===== config.mk =====
export PLATFORM = sky130hd
export DESIGN_NAME = top_flat
export DESIGN_NICKNAME = d
export VERILOG_FILES = /design/src/rtl/top_if.sv /design/src/rtl/top.sv /design/src/flat_wrapper.sv
export SDC_FILE = /design/constraint.sdc
export NUM_CORES = 1
export LEC_CHECK = 0
export ABC_AREA = 1
export ABC_CLOCK_PERIOD_IN_PS = 2800
export CORE_MARGIN = 2
export CORE_UTILIZATION = 51
export DETAILED_ROUTE_END_ITERATION = 12
export GPL_TIMING_DRIVEN = 0
export PLACE_DENSITY = 0.78
export SYNTH_ARGS = -nofsm -noshare
export SYNTH_HDL_FRONTEND = slang
export SYNTH_SLANG_ARGS = --single-unit

===== constraint.sdc =====
create_clock -name clk_12_5875 -period 2.8 [get_ports clk_12_5875]
set_clock_uncertainty 0.2 [all_clocks]
set_input_delay 0.42 -clock clk_12_5875 [delete_from_list [all_inputs] [get_ports clk_12_5875]]
set_output_delay 0.42 -clock clk_12_5875 [all_outputs]
set_load 0.05 [all_outputs]

===== src/rtl/top_if.sv =====
// top_if: 6502 CPU bus between the processor side and the mapache64 glue block
//   cpu_clk_enable   - one-cycle bus strobe (CPU side)
//   cpu_address      - 16-bit address (CPU side)
//   data_in          - write data (CPU side)
//   write_enable_B   - 0 = write, 1 = read (CPU side)
//   data_out         - read data for FPGA-owned I/O (glue side)
//   fpga_data_enable - data_out drives the bus (glue side)
//   SELECT_ram_B, ram_OE_B, SELECT_rom_B - active-low memory selects (glue side)
interface top_if;
    logic        cpu_clk_enable;
    logic [15:0] cpu_address;
    logic [7:0]  data_in;
    logic [7:0]  data_out;
    logic        fpga_data_enable;
    logic        write_enable_B;
    logic        SELECT_ram_B;
    logic        ram_OE_B;
    logic        SELECT_rom_B;
    modport master (
        output cpu_clk_enable, cpu_address, data_in, write_enable_B,
        input  data_out, fpga_data_enable, SELECT_ram_B, ram_OE_B, SELECT_rom_B
    );
    modport slave (
        input  cpu_clk_enable, cpu_address, data_in, write_enable_B,
        output data_out, fpga_data_enable, SELECT_ram_B, ram_OE_B, SELECT_rom_B
    );
endinterface


===== src/rtl/top.sv =====
// top: mapache64 glue - address decode, I/O reads, VGA timing, vblank IRQ, NES pad polling
//   clk_12_5875 / rst         - pixel clock, async active-high reset
//   bus (top_if.slave)        - CPU bus, memory selects and FPGA read data
//   vblank_irq_B              - active-low vblank interrupt
//   r, g, b, hsync, vsync     - registered VGA outputs (syncs active-low)
//   controller_*              - tick in, shift strobe / latch out, serial data in,
//                               assembled button bytes out
module top (
    input  logic       clk_12_5875,
    input  logic       rst,
    top_if.slave       bus,
    output logic       vblank_irq_B,
    output logic [1:0] r,
    output logic [1:0] g,
    output logic [1:0] b,
    output logic       hsync,
    output logic       vsync,
    input  logic       controller_clk_in_enable,
    output logic       controller_clk_out_enable,
    output logic       controller_latch,
    input  logic       controller_1_data_in_B,
    input  logic       controller_2_data_in_B,
    output logic [7:0] controller_1_buttons_out,
    output logic [7:0] controller_2_buttons_out
);
    // IDLE only exists between reset and the first tick; B7..B0 are 2..9
    localparam logic [3:0] S_IDLE  = 4'd0;
    localparam logic [3:0] S_LATCH = 4'd1;
    localparam logic [3:0] S_B0    = 4'd9;

    logic [8:0] h;
    logic [9:0] v;
    logic [5:0] bg;
    logic [3:0] state, state_nx;
    logic [6:0] sh_1, sh_2;
    logic       in_ram, in_io, in_rom, vblank, h_end, cpu_rd, cpu_wr, unused_data;

    assign in_ram = bus.cpu_address < 16'h3000;
    assign in_io  = bus.cpu_address[15:12] == 4'h7;
    assign in_rom = !in_ram && !in_io && bus.cpu_address[15:12] != 4'h3;
    assign vblank = v >= 10'd480;
    assign cpu_rd = bus.cpu_clk_enable && bus.write_enable_B;
    assign cpu_wr = bus.cpu_clk_enable && !bus.write_enable_B;
    assign unused_data = ^bus.data_in[7:6];

    assign bus.SELECT_ram_B     = !in_ram;
    assign bus.ram_OE_B         = !(in_ram && bus.write_enable_B);
    assign bus.SELECT_rom_B     = !in_rom;
    assign bus.fpga_data_enable = bus.write_enable_B && in_io;
    assign bus.data_out = bus.cpu_address == 16'h7000 ? {7'd0, vblank} :
                          bus.cpu_address == 16'h7002 ? controller_1_buttons_out :
                          bus.cpu_address == 16'h7003 ? controller_2_buttons_out : 8'h00;

    assign h_end = h == 9'd399;

    always_ff @(posedge clk_12_5875 or posedge rst) begin
        if (rst) begin
            h <= '0;
            v <= '0;
        end else begin
            h <= h_end ? 9'd0 : h + 9'd1;
            if (h_end) v <= v == 10'd524 ? 10'd0 : v + 10'd1;
        end
    end

    always_ff @(posedge clk_12_5875 or posedge rst) begin
        if (rst) begin
            bg    <= '0;
            hsync <= 1'b1;
            vsync <= 1'b1;
            {r, g, b} <= '0;
        end else begin
            if (cpu_wr && bus.cpu_address == 16'h3EC0) bg <= bus.data_in[5:0];
            hsync <= h < 9'd328 || h > 9'd375;
            vsync <= v != 10'd490 && v != 10'd491;
            {r, g, b} <= (h < 9'd320 && v < 10'd480) ? bg : 6'd0;
        end
    end

    // setting at the start of vblank takes priority over a coinciding status read
    always_ff @(posedge clk_12_5875 or posedge rst) begin
        if (rst) vblank_irq_B <= 1'b1;
        else if (h == 9'd0 && v == 10'd480) vblank_irq_B <= 1'b0;
        else if ((cpu_rd && bus.cpu_address == 16'h7000) || v == 10'd0) vblank_irq_B <= 1'b1;
    end

    assign state_nx = (state == S_IDLE || state == S_B0) ? S_LATCH : state + 4'd1;
    assign controller_latch = state == S_LATCH;

    // each tick entering a bit state samples one bit MSB-first and pulses the pad clock;
    // the B0 tick publishes both completed bytes at once
    always_ff @(posedge clk_12_5875 or posedge rst) begin
        if (rst) begin
            state <= S_IDLE;
            sh_1  <= '0;
            sh_2  <= '0;
            controller_clk_out_enable <= 1'b0;
            controller_1_buttons_out  <= '0;
            controller_2_buttons_out  <= '0;
        end else begin
            controller_clk_out_enable <= controller_clk_in_enable && state_nx != S_LATCH;
            if (controller_clk_in_enable) begin
                state <= state_nx;
                if (state_nx != S_LATCH) begin
                    sh_1 <= {sh_1[5:0], ~controller_1_data_in_B};
                    sh_2 <= {sh_2[5:0], ~controller_2_data_in_B};
                end
                if (state_nx == S_B0) begin
                    controller_1_buttons_out <= {sh_1, ~controller_1_data_in_B};
                    controller_2_buttons_out <= {sh_2, ~controller_2_data_in_B};
                end
            end
        end
    end
endmodule


===== src/flat_wrapper.sv =====
// flat-port wrapper written by rule: the top's interface ports become plain ports
module top_flat 
  (clk_12_5875, rst, vblank_irq_B, r, g, b, hsync, vsync, controller_clk_in_enable, controller_clk_out_enable, controller_latch, controller_1_data_in_B, controller_2_data_in_B, controller_1_buttons_out, controller_2_buttons_out, bus_cpu_clk_enable, bus_cpu_address, bus_data_in, bus_write_enable_B, bus_data_out, bus_fpga_data_enable, bus_SELECT_ram_B, bus_ram_OE_B, bus_SELECT_rom_B);
  top_if bus_i ();
  input  logic clk_12_5875;
  input  logic rst;
  output logic vblank_irq_B;
  output logic [1:0] r;
  output logic [1:0] g;
  output logic [1:0] b;
  output logic hsync;
  output logic vsync;
  input  logic controller_clk_in_enable;
  output logic controller_clk_out_enable;
  output logic controller_latch;
  input  logic controller_1_data_in_B;
  input  logic controller_2_data_in_B;
  output logic [7:0] controller_1_buttons_out;
  output logic [7:0] controller_2_buttons_out;
  input wire logic [$bits(bus_i.cpu_clk_enable)-1:0] bus_cpu_clk_enable;
  input wire logic [$bits(bus_i.cpu_address)-1:0] bus_cpu_address;
  input wire logic [$bits(bus_i.data_in)-1:0] bus_data_in;
  input wire logic [$bits(bus_i.write_enable_B)-1:0] bus_write_enable_B;
  output wire logic [$bits(bus_i.data_out)-1:0] bus_data_out;
  output wire logic [$bits(bus_i.fpga_data_enable)-1:0] bus_fpga_data_enable;
  output wire logic [$bits(bus_i.SELECT_ram_B)-1:0] bus_SELECT_ram_B;
  output wire logic [$bits(bus_i.ram_OE_B)-1:0] bus_ram_OE_B;
  output wire logic [$bits(bus_i.SELECT_rom_B)-1:0] bus_SELECT_rom_B;
  assign bus_i.cpu_clk_enable = bus_cpu_clk_enable;
  assign bus_i.cpu_address = bus_cpu_address;
  assign bus_i.data_in = bus_data_in;
  assign bus_i.write_enable_B = bus_write_enable_B;
  assign bus_data_out = bus_i.data_out;
  assign bus_fpga_data_enable = bus_i.fpga_data_enable;
  assign bus_SELECT_ram_B = bus_i.SELECT_ram_B;
  assign bus_ram_OE_B = bus_i.ram_OE_B;
  assign bus_SELECT_rom_B = bus_i.SELECT_rom_B;
  top u_core (.clk_12_5875(clk_12_5875), .rst(rst), .bus(bus_i), .vblank_irq_B(vblank_irq_B), .r(r), .g(g), .b(b), .hsync(hsync), .vsync(vsync), .controller_clk_in_enable(controller_clk_in_enable), .controller_clk_out_enable(controller_clk_out_enable), .controller_latch(controller_latch), .controller_1_data_in_B(controller_1_data_in_B), .controller_2_data_in_B(controller_2_data_in_B), .controller_1_buttons_out(controller_1_buttons_out), .controller_2_buttons_out(controller_2_buttons_out));
endmodule

==> results of run 1 <==
[final cells by class]
| cell class | instances | area [sq um] |
|---|---|---|
| repair buffers | 67 | 637 |
| fillers | 557 | 2250 |
| multi-input cells | 290 | 1390 |
| plain buffers | 8 | 48.8 |
| inverters | 80 | 303 |
| clock inverters | 6 | 95.1 |
| clock buffers | 10 | 128 |
| flip-flops and latches | 69 | 1730 |
| well taps | 80 | 100 |
[cell families (layout without fill, tap and decap cells)]
logic type,count (synthesis),in the layout,share of synthesized area [%]
adders and majority gates,8,8,2.89
DFF,69,69,50.0
buffers and inverters,88,171,10.1
xor gates and xnor gates,3,3,0.760
and+or+nand+nor,242,242,30.2
AOI/OAI and AO/OA,37,37,5.97
[power breakdown]
group	leakage [nW]	switching [W]	internal [W]
sequential	0.914	0.000186	0.00120
clock	0.111	0.000380	0.000509
combinational	1.18	0.000907	0.000455
[registers in the layout (all words and copies together) (netlist names), 2 cells and up]
name,cells
u_core.v,10
u_core.h,9
u_core.controller_1_buttons_out,8
u_core.controller_2_buttons_out,8
u_core.sh_1,7
u_core.sh_2,7
u_core.bg,6
u_core.state,4
u_core.b,2
u_core.g,2
u_core.r,2
[metal layers]
metal	up-vias	track usage [%]	routed length, microns
met5	-	0	0
met4	0	7.81	110
met3	11	5.33	466
met2	97	35.7	3480
met1	1409	29.2	3460
li1	1557	-	-
[cells in the final DEF, fill, tap and decap left out, drive strengths merged]
cell             n
a21oi            5
nand3           37
xor2             3
nor3            12
inv             81
o211ai           3
nand4           11
dfrtp           66
a31oi            1
clkinv           3
dfstp            3
clkbuf          13
clkdlybuf4s50   59
nor3b            3
clkdlybuf4s15    1
nor2            44
o21ai           21
buf             12
bufinv           2
ha               8
nand2          135
o22ai            7
[worst min-delay path, stage by stage (launching register included)]
cell and delay (ns):
dfrtp_1 0.35, nand2_1 0.05, nand2_1 0.05
[path summary, 6_finish.rpt]
| path | endpoint | cells after the start | from |
|---|---|---|---|
| max | controller_latch | 4 | u_core.state[0] |
| min | u_core.controller_1_buttons_out[7] | 2 | u_core.sh_1[6] |
| max reg2reg | u_core.controller_1_buttons_out[4] | 11 | u_core.state[0] |
| min reg2reg | u_core.controller_1_buttons_out[7] | 2 | u_core.sh_1[6] |
| max in group asynchronous | u_core.r[1] | 2 | rst |
| min in group asynchronous | u_core.h[5] | 2 | rst |
[through the flow]
stage | cell area, sq um | hold slack [ns]
2_1_floorplan | 3460 | 0.242
3_3_place_gp | 4230 | 0.256
3_5_place_dp | 4230 | 0.258
4_1_cts | 4480 | 0.276
5_1_grt | 4440 | 0.296
6_report | 4440 | 0.280
[timing repair]
item	in CTS	in global routing
endpoints found under the hold margin	0	0
endpoints found under the setup margin	8	7
setup buffers	0	0
cloned	0	0
resized for setup	28	14
==> key figures, run 1 <==
Clocking
  – Htree depth: 3
  – Total CTS buffers: 9
  – Num Clock Sinks: slightly below 70
  – CTS tree: built
  – CTS Hold Bufs: 0
  – Root Buffer: clkbuf_8
  – Clk buf depth: 2
  – Clock-pin slew on the worst setup and hold paths: 0.07 ns
  – Clk_lat worst skew: 0.35 ns

Worst setup path
  – CP arrival: 2.06 ns
  – Critical path's top delay family: buffers and inverters
  – Critical Path Sink Type: primary output
  – Crit Path Category: reg -> out
  – CP Cell Sequence: ha_1 > inv_1 > nor3_1 > clkdlybuf4s50_1
  – Critical Path Max Stage Delay: 0.83 ns
  – WP buf/inv: 2
  – CP Max Fanout: 8
  – R2r setup slk: 0.70 ns
  – Req. time, crit path: approximately 2.2 ns
  – Slowest-stage cell, CP: clkdlybuf4s50_1
  – CP startpoint kind: register

Floorplanning
  – Die ar.: 7460 sq um
  – Die height: 86.3 microns
  – Ports: 70
  – Rows: 30
  – Initial Util: between 50% and 60%
  – Placeable Area: 6680 sq um
  – Die width: 86.3 microns

Logic synthesis
  – Sequential area share after synthesis: around half
  – Synthesized instance count: 447
  – Synth Warn #: 0
  – EDFF count, synth: 0
  – Prevailing post-synth register cell: dfrtp_1
  – Netlist cell types: 26
  – Dominant cell by count in the synthesized netlist: nand2_1
  – Top cells by count, synth: 133 x nand2_1, 77 x inv_1, 66 x dfrtp_1, 41 x nor2_1, 34 x nand3_1
  – Synth area leaders: dfrtp_1 48%, nand2_1 14%, inv_1 8.4%
  – Yosys top cell area share: around 48%
  – Avg Inst Size Synth: 7.74 sq um
  – Post-synth net total: 486
  – Area leader, netlist: dfrtp_1
  – FFs w/ async S/R, synth: 100%
  – Number of synthesized register bits: ~70
  – Netlist Area Pre-Place: 3460 sq um

Timing
  – Final Setup Violations: 0
  – Worst slew margin: 44.1%
  – Max Freq: approximately 0.37 GHz
  – Final Hold Fails: 0
  – RSZ-0062 raised after global routing: no
  – Crit share post-route: a little over nine tenths
  – Setup WS post-layout: approximately 0.12 ns
  – Worst Tran Pin Value: a little over 0.8 ns
  – Final Slew Violations: 0
  – Tmin final: ~2.7 ns
  – Post-Route Setup TNS: 0 ns

Cells and area
  – Antenna diodes: 0
  – Post-route insts no fill: 610
  – Final core occ: 66.4%
  – Layout cells sized above 1: between 9 and 10%
  – Area grow syn2layout: 28.3%
  – Post-layout net count: 564

Routing
  – Routed Antenna Nets: 0
  – DRT iter0 DRCs: 204
  – Routed len/inst: 12.3 microns
  – Routed vias: 3074
  – Residual DRC: 0
  – WL final: 7.52 mm
  – TritonRoute pass-1 iters: 4
  – DR vias/cell: 5.04

Placed design
  – DP Cell Count: 594
  – Port bufs: 67
  – GPL Wtd Cong: 0.833
  – Dpl ws: -0.544 ns
  – Dpl hpwl: 5.58 mm

Global routing
  – First-pass GRT wire length: 13.1 mm
  – Initial antenna violation count: 0
  – Tot GR Track Use: 22.1%
  – Largest net degree at the start of global routing: 70
  – Congestion Overflow GR: 0
  – Vias in the first global route: 2981

Power
  – Power per cell area: 819 nW/um^2
  – Total power: roughly 0.0036 W
  – LEAKAGE: 2.20 nW
  – Peak supply drop: 0.639 mV

Worst hold path
  – Min-delay worst type: reg -> reg

Run
  – Max-cap viol count: 0

Status
  – Outcome: complete, no violations
Note: power is estimated with default switching activity, not from simulation.
==> run 2: changes to the inputs <==
--- a/config.mk
+++ b/config.mk
@@ -8,10 +8,10 @@
 export ABC_AREA = 1
 export ABC_CLOCK_PERIOD_IN_PS = 2800
 export CORE_MARGIN = 2
-export CORE_UTILIZATION = 51
+export CORE_UTILIZATION = 23
 export DETAILED_ROUTE_END_ITERATION = 12
+export GPL_ROUTABILITY_DRIVEN = 1
 export GPL_TIMING_DRIVEN = 0
-export PLACE_DENSITY = 0.78
 export SYNTH_ARGS = -nofsm -noshare
 export SYNTH_HDL_FRONTEND = slang
 export SYNTH_SLANG_ARGS = --single-unit
==> run 2 against run 1 <==
Effect of this change: setup slack got worse by 0.0079 ns; non-clock buffer count did not move; sequential power barely moved; worst hold slack improved by 0.0029 ns; fmax fell by 0.29%; register-to-register slack improved by 0.05 ns; first-iteration DRC count fell by 20%.
==> key figures, run 2 (synthesized netlist as in run 1, its figures left out) <==
Cells and area
  – Area grow syn2layout: 34.5%
  – Post-layout net count: 564 (unchanged)
  – Most frequent cells in the layout: 133 x nand2_1, 76 x inv_1, 66 x dfrtp_1
  – Biggest regs: u_core.v x10, u_core.h x9
  – Number of flip-flops in the largest register: 10 (unchanged)
  – Commonest non-fill, non-tap cell in the layout: nand2_1
  – Layout cells sized above 1: 8.87% (-0.19 points)
  – Biggest register: u_core.v
  – Antenna diodes: 0 (unchanged)
  – Final core occ: 31.9% (-35 points)
  – Post-route insts no fill: 714 (+17%)

Worst setup path
  – CP Max Fanout: 6 (-2)
  – R2r setup slk: 0.75 ns (+0.05 ns)
  – Crit Path Category: in -> out
  – R2R Path End: u_core.controller_1_buttons_out[2]
  – CP startpoint kind: input port
  – Critical Path Source: bus_cpu_address[13]
  – Worst reg-to-reg path cell count: 11 (unchanged)
  – Critical Path Sink Type: primary output
  – Worst r2r src: u_core.state[0]
  – CP arrival: 2.07 ns (about the same)
  – Req. time, crit path: 2.18 ns (about the same)

Floorplanning
  – Placeable Area: 14600 sq um (+120%)
  – Ports: 70 (unchanged)
  – Die height: 127 microns (+47%)
  – Die width: 127 microns (+47%)
  – Rows: 44 (+47%)
  – Die ar.: 16000 sq um (+120%)
  – Initial Util: 23.7% (-28 points)

Timing
  – Worst Tran Pin Value: 0.847 ns (+0.0169 ns)
  – Crit share post-route: 96.1% (+0.28 points)
  – Worst slew margin: 43.6% (-0.54 points)
  – Worst Hold Slack: 0.283 ns (+0.00287 ns)
  – Final Setup Violations: 0 (unchanged)
  – Final Slew Violations: 0 (unchanged)
  – Final Hold Fails: 0 (unchanged)
  – RSZ-0062 raised after global routing: no
  – Tmin final: 2.69 ns (+0.00792 ns)
  – Max Freq: 0.371 GHz (-0.29%)
  – Setup WS post-layout: 0.108 ns (-0.00792 ns)

Status
  – Outcome: complete, no violations

Routing
  – Routed vias: 3039 (-1.1%)
  – DRT iter0 DRCs: 164 (-20%)
  – Routed Antenna Nets: 0 (unchanged)
  – DR vias/cell: 4.26 (-16%)
  – Routed len/inst: 11.1 microns (-10%)
  – WL final: 7.90 mm (+5.0%)
  – TritonRoute pass-1 iters: 7 (+3)
  – Residual DRC: 0 (unchanged)

Clocking
  – Clk buf depth: 2 (unchanged)
  – Clock-pin slew on the worst setup and hold paths: 0.06 ns (about the same)
  – CTS Hold Bufs: 0 (unchanged)
  – Post-CTS setup buffers: 0 (unchanged)
  – Root Buffer: clkbuf_16
  – Htree depth: 3 (unchanged)
  – CTS tree: built
  – Clk_lat worst skew: 0.33 ns (-0.02 ns)
  – Total CTS buffers: 9 (unchanged)
  – Num Clock Sinks: 69 (unchanged)

Worst hold path
  – Hold path startpoint: u_core.sh_1[6]
  – Hold endpoint: u_core.controller_1_buttons_out[7]
  – Min-delay worst type: reg -> reg
  – Worst hold path stage count: 2 (unchanged)

Global routing
  – Largest net degree at the start of global routing: 70 (unchanged)
  – First-pass GRT wire length: 13.8 mm (+4.8%)
  – Initial antenna violation count: 0 (unchanged)
  – Congestion Overflow GR: 0 (unchanged)
  – Vias in the first global route: 2915 (-2.2%)
  – Tot GR Track Use: 10.5% (-12 points)

Power
  – LEAKAGE: 2.25 nW (+2.3%)
  – Peak supply drop: 0.311 mV (-51%)
  – Power per cell area: 832 nW/um^2 (+1.6%)

Placed design
  – DP Cell Count: 698 (+18%)
  – GPL Wtd Cong: 0.831 (-0.26%)
  – Dpl ws: -0.649 ns (-0.105 ns)
  – Port bufs: 67 (unchanged)
  – Dpl hpwl: 5.84 mm (+4.7%)

Run
  – Max-cap viol count: 0 (unchanged)
==> run 2: changes by cell type in the layout (fill, tap and decap cells not counted), sizes merged <==
cell	previous run	this run
clkinv	3	1
clkdlybuf4s50	59	58
clkbuf	13	16
inv	81	80
bufinv	2	1
buf	12	13
clkinvlp	0	1
dlymetal6s2s	0	1
clkdlybuf4s15	1	0
==> run 2: stage by stage <==
| stage | instance area, sq um | total power (W) | TNS, ns |
|---|---|---|---|
| 6_report | 4650 | 0.00387 | 0 |
| 5_1_grt | 4650 | 0.00413 | 0 |
| 4_1_cts | 4690 | 0.00392 | 0 |
| 3_5_place_dp | 4360 | 0.00276 | -4.81 |
| 3_3_place_gp | 4360 | 0.00273 | -54.70 |
| 2_1_floorplan | 3460 | 0.00232 | 0 |
==> run 2: worst max-delay path by stage <==
stage | to | slack [ns]
final | bus_fpga_data_enable | 0.11
after global routing | bus_data_out[1] | 0.02
after CTS | bus_data_out[4] | 0.004
after detailed placement | bus_data_out[4] | -0.65
after global placement | u_core.state[3] | -0.76
after floorplan | bus_data_out[1] | 0.37
==> run 2: metal layers <==
metal  up-vias  routed length [microns]  GRT usage (%)
met4         0                      144           5.49
li1       1563                        -              -
met3         8                      344           2.15
met2        55                     3610           16.6
met1      1413                     3790           13.5
met5         -                        0              0
==> run 2: power by group <==
group          total [W]  switching [W]  internal, W
sequential       0.00138       0.000184      0.00120
combinational    0.00134       0.000887     0.000454
clock            0.00115       0.000407     0.000740
total            0.00387        0.00148      0.00239
==> run 2: cell type report <==
cell class / count / area [sq um]
fill: 1510 / 9940
sequential: 69 / 1730
multi-input combinational: 290 / 1400
timing repair buffer: 67 / 633
inverter: 80 / 303
clock buffer: 13 / 260
tap: 184 / 230
buffer: 8 / 48.8
clock inverter: 3 / 46.3
==> run 2: what timing repair did <==
item	4_1_cts	5_1_grt
gates resized for setup	29	17
pin swaps	0	0
setup endpoints to repair	8	9
==> run 2: worst max-delay path, cell delays in order <==
cell and delay [ns]:
clkdlybuf4s50_1 0.46, nand2_1 0.14, nor3_1 0.22, clkdlybuf4s50_1 0.83
==> run 3: changes to the inputs <==
--- a/config.mk
+++ b/config.mk
@@ -8,10 +8,12 @@
 export ABC_AREA = 1
 export ABC_CLOCK_PERIOD_IN_PS = 2800
 export CORE_MARGIN = 2
-export CORE_UTILIZATION = 23
+export CORE_UTILIZATION = 48
 export DETAILED_ROUTE_END_ITERATION = 12
 export GPL_ROUTABILITY_DRIVEN = 1
 export GPL_TIMING_DRIVEN = 0
+export PLACE_DENSITY = 0.75
+export SETUP_SLACK_MARGIN = 0.15
 export SYNTH_ARGS = -nofsm -noshare
 export SYNTH_HDL_FRONTEND = slang
 export SYNTH_SLANG_ARGS = --single-unit
==> run 3 against run 2 <==
Effect of this change: fmax is 4.1% higher; global-route usage is 11 points higher; core utilization is 33 points higher; wire length is 2.3% lower; non-clock buffer count stayed put; power is 5.9% lower; register-to-register slack worse by 0.02 ns.
==> key figures, run 3 (synthesized netlist as in run 1, its figures left out) <==
Cells and area
  – Most frequent cells in the layout: 133 x nand2_1, 76 x inv_1, 66 x dfrtp_1
  – Commonest non-fill, non-tap cell in the layout: nand2_1
  – Final core occ: 65.2% (+33 points)
  – Antenna diodes: 0 (unchanged)
  – Post-route insts no fill: 626 (-12%)
  – Number of flip-flops in the largest register: 10 (unchanged)
  – Layout cells sized above 1: 9.25% (+0.38 points)
  – Biggest register: u_core.v
  – Post-layout net count: 564 (unchanged)
  – Final instance area: 4480 sq um (-3.7%)
  – Biggest regs: u_core.v x10, u_core.h x9
  – Area grow syn2layout: 29.4%

Floorplanning
  – Placeable Area: 6870 sq um (-53%)
  – Rows: 30 (-32%)
  – Die ar.: 7900 sq um (-51%)
  – Ports: 70 (unchanged)
  – Die width: 88.9 microns (-30%)
  – Die height: 88.9 microns (-30%)
  – Initial Util: 50.3% (+27 points)

Timing
  – Final Hold Fails: 0 (unchanged)
  – Worst Hold Slack: 0.270 ns (-0.0138 ns)
  – Tmin final: 2.59 ns (-0.106 ns)
  – Crit share post-route: 92.4% (-3.8 points)
  – RSZ-0062 raised after global routing: yes
  – Final Slew Violations: 0 (unchanged)
  – Max Freq: 0.387 GHz (+4.1%)
  – Final Setup Violations: 0 (unchanged)
  – Worst slew margin: 44.3% (+0.77 points)
  – Post-Route Setup TNS: 0 ns (unchanged)
  – Worst Tran Pin Value: 0.835 ns (-0.0115 ns)

Clocking
  – CTS tree: built
  – Root Buffer: clkbuf_8
  – Post-CTS setup buffers: 0 (unchanged)
  – Clk_lat worst skew: 0.35 ns (+0.02 ns)
  – Clk buf depth: 2 (unchanged)
  – Clock-pin slew on the worst setup and hold paths: 0.07 ns (about the same)
  – Htree depth: 3 (unchanged)
  – Total CTS buffers: 9 (unchanged)
  – Num Clock Sinks: 69 (unchanged)

Placed design
  – Port bufs: 67 (unchanged)
  – GPL Wtd Cong: 0.886 (+6.7%)
  – Placed cell area: 4250 sq um (-2.5%)
  – Dpl hpwl: 5.61 mm (-4.0%)
  – DP Cell Count: 610 (-13%)

Routing
  – DR vias/cell: 4.97 (+17%)
  – DRT iter0 DRCs: 198 (+21%)
  – Routed Antenna Nets: 0 (unchanged)
  – Routed vias: 3111 (+2.4%)
  – Residual DRC: 0 (unchanged)
  – Routed len/inst: 12.3 microns (+11%)
  – WL final: 7.71 mm (-2.3%)
  – TritonRoute pass-1 iters: 4 (-3)

Power
  – LEAKAGE: 2.21 nW (-1.9%)
  – Power per cell area: 813 nW/um^2 (-2.3%)
  – Peak supply drop: 0.560 mV (+80%)

Global routing
  – First-pass GRT wire length: 12.9 mm (-6.1%)
  – Met2 Use GR: 33.2% (+17 points)
  – Initial antenna violation count: 0 (unchanged)
  – Tot GR Track Use: 21.1% (+11 points)
  – GRT met3 Usage: 5.32% (+3.2 points)
  – Congestion Overflow GR: 0 (unchanged)
  – GR peak layer: met2
  – Vias in the first global route: 2886 (-0.99%)
  – Met1 Usage GRT: 28.2% (+15 points)
  – Largest net degree at the start of global routing: 70 (unchanged)

Worst setup path
  – Req. time, crit path: 2.18 ns (about the same)
  – CP Max Fanout: 6 (unchanged)
  – CP startpoint kind: input port
  – Crit Path Category: in -> out
  – CP arrival: 1.97 ns (-0.10 ns)
  – Critical Path Sink Type: primary output

Run
  – Max-cap viol count: 0 (unchanged)

Status
  – Outcome: complete, no violations

Worst hold path
  – Min-delay worst type: reg -> reg
run 3: report_power, final:
part           switching (W)  internal, W  leakage, nW
combinational       0.000917     0.000447         1.19
clock               0.000395     0.000504        0.106
sequential          0.000183      0.00120        0.914
run 3: worst paths after layout:
kind	cells past startpoint	slack, ns	endpoint	from
worst max-delay path	4	0.21	bus_SELECT_ram_B	bus_cpu_address[13]
worst min-delay path	2	0.27	u_core.controller_2_buttons_out[7]	u_core.sh_2[6]
worst max register to register	11	0.73	u_core.controller_1_buttons_out[1]	u_core.state[0]
worst min register to register	2	0.27	u_core.controller_2_buttons_out[7]	u_core.sh_2[6]
max in group asynchronous	2	1.45	u_core.controller_1_buttons_out[1]	rst
min in group asynchronous	2	0.39	u_core.g[0]	rst
run 3: critical path: stages:
cell and delay, ns:
clkdlybuf4s50_1 0.48, nand2_1 0.16, nand2_1 0.11, clkdlybuf4s50_1 0.80
run 3: area by class of cell:
cell class              instances  area (sq um)
inverters                      80           303
clock buffers                   9           124
fillers                       600          2390
flip-flops and latches         69          1730
clock inverters                 7          97.6
multi-input cells             290          1420
repair buffers                 67           634
well taps                      96           120
plain buffers                   8          48.8
run 3: metal layers:
layer	vias up	wire (microns)
li1	1554	-
met1	1439	3580
met2	99	3420
met3	19	539
met4	0	172
met5	-	0
run 3: repair_timing:
action / in CTS / in global routing
hold buffers: 0 / 0
gates resized for setup: 45 / 10
endpoints found under the setup margin: 11 / 9
pin swaps: 0 / 1
run 3: per-stage QoR:
step / power (W) / setup WS, ns
3_3_place_gp: 0.00273 / -0.667
3_5_place_dp: 0.00275 / -0.577
2_1_floorplan: 0.00232 / 0.367
6_report: 0.00364 / 0.214
4_1_cts: 0.00366 / 0.113
5_1_grt: 0.00387 / 0.113
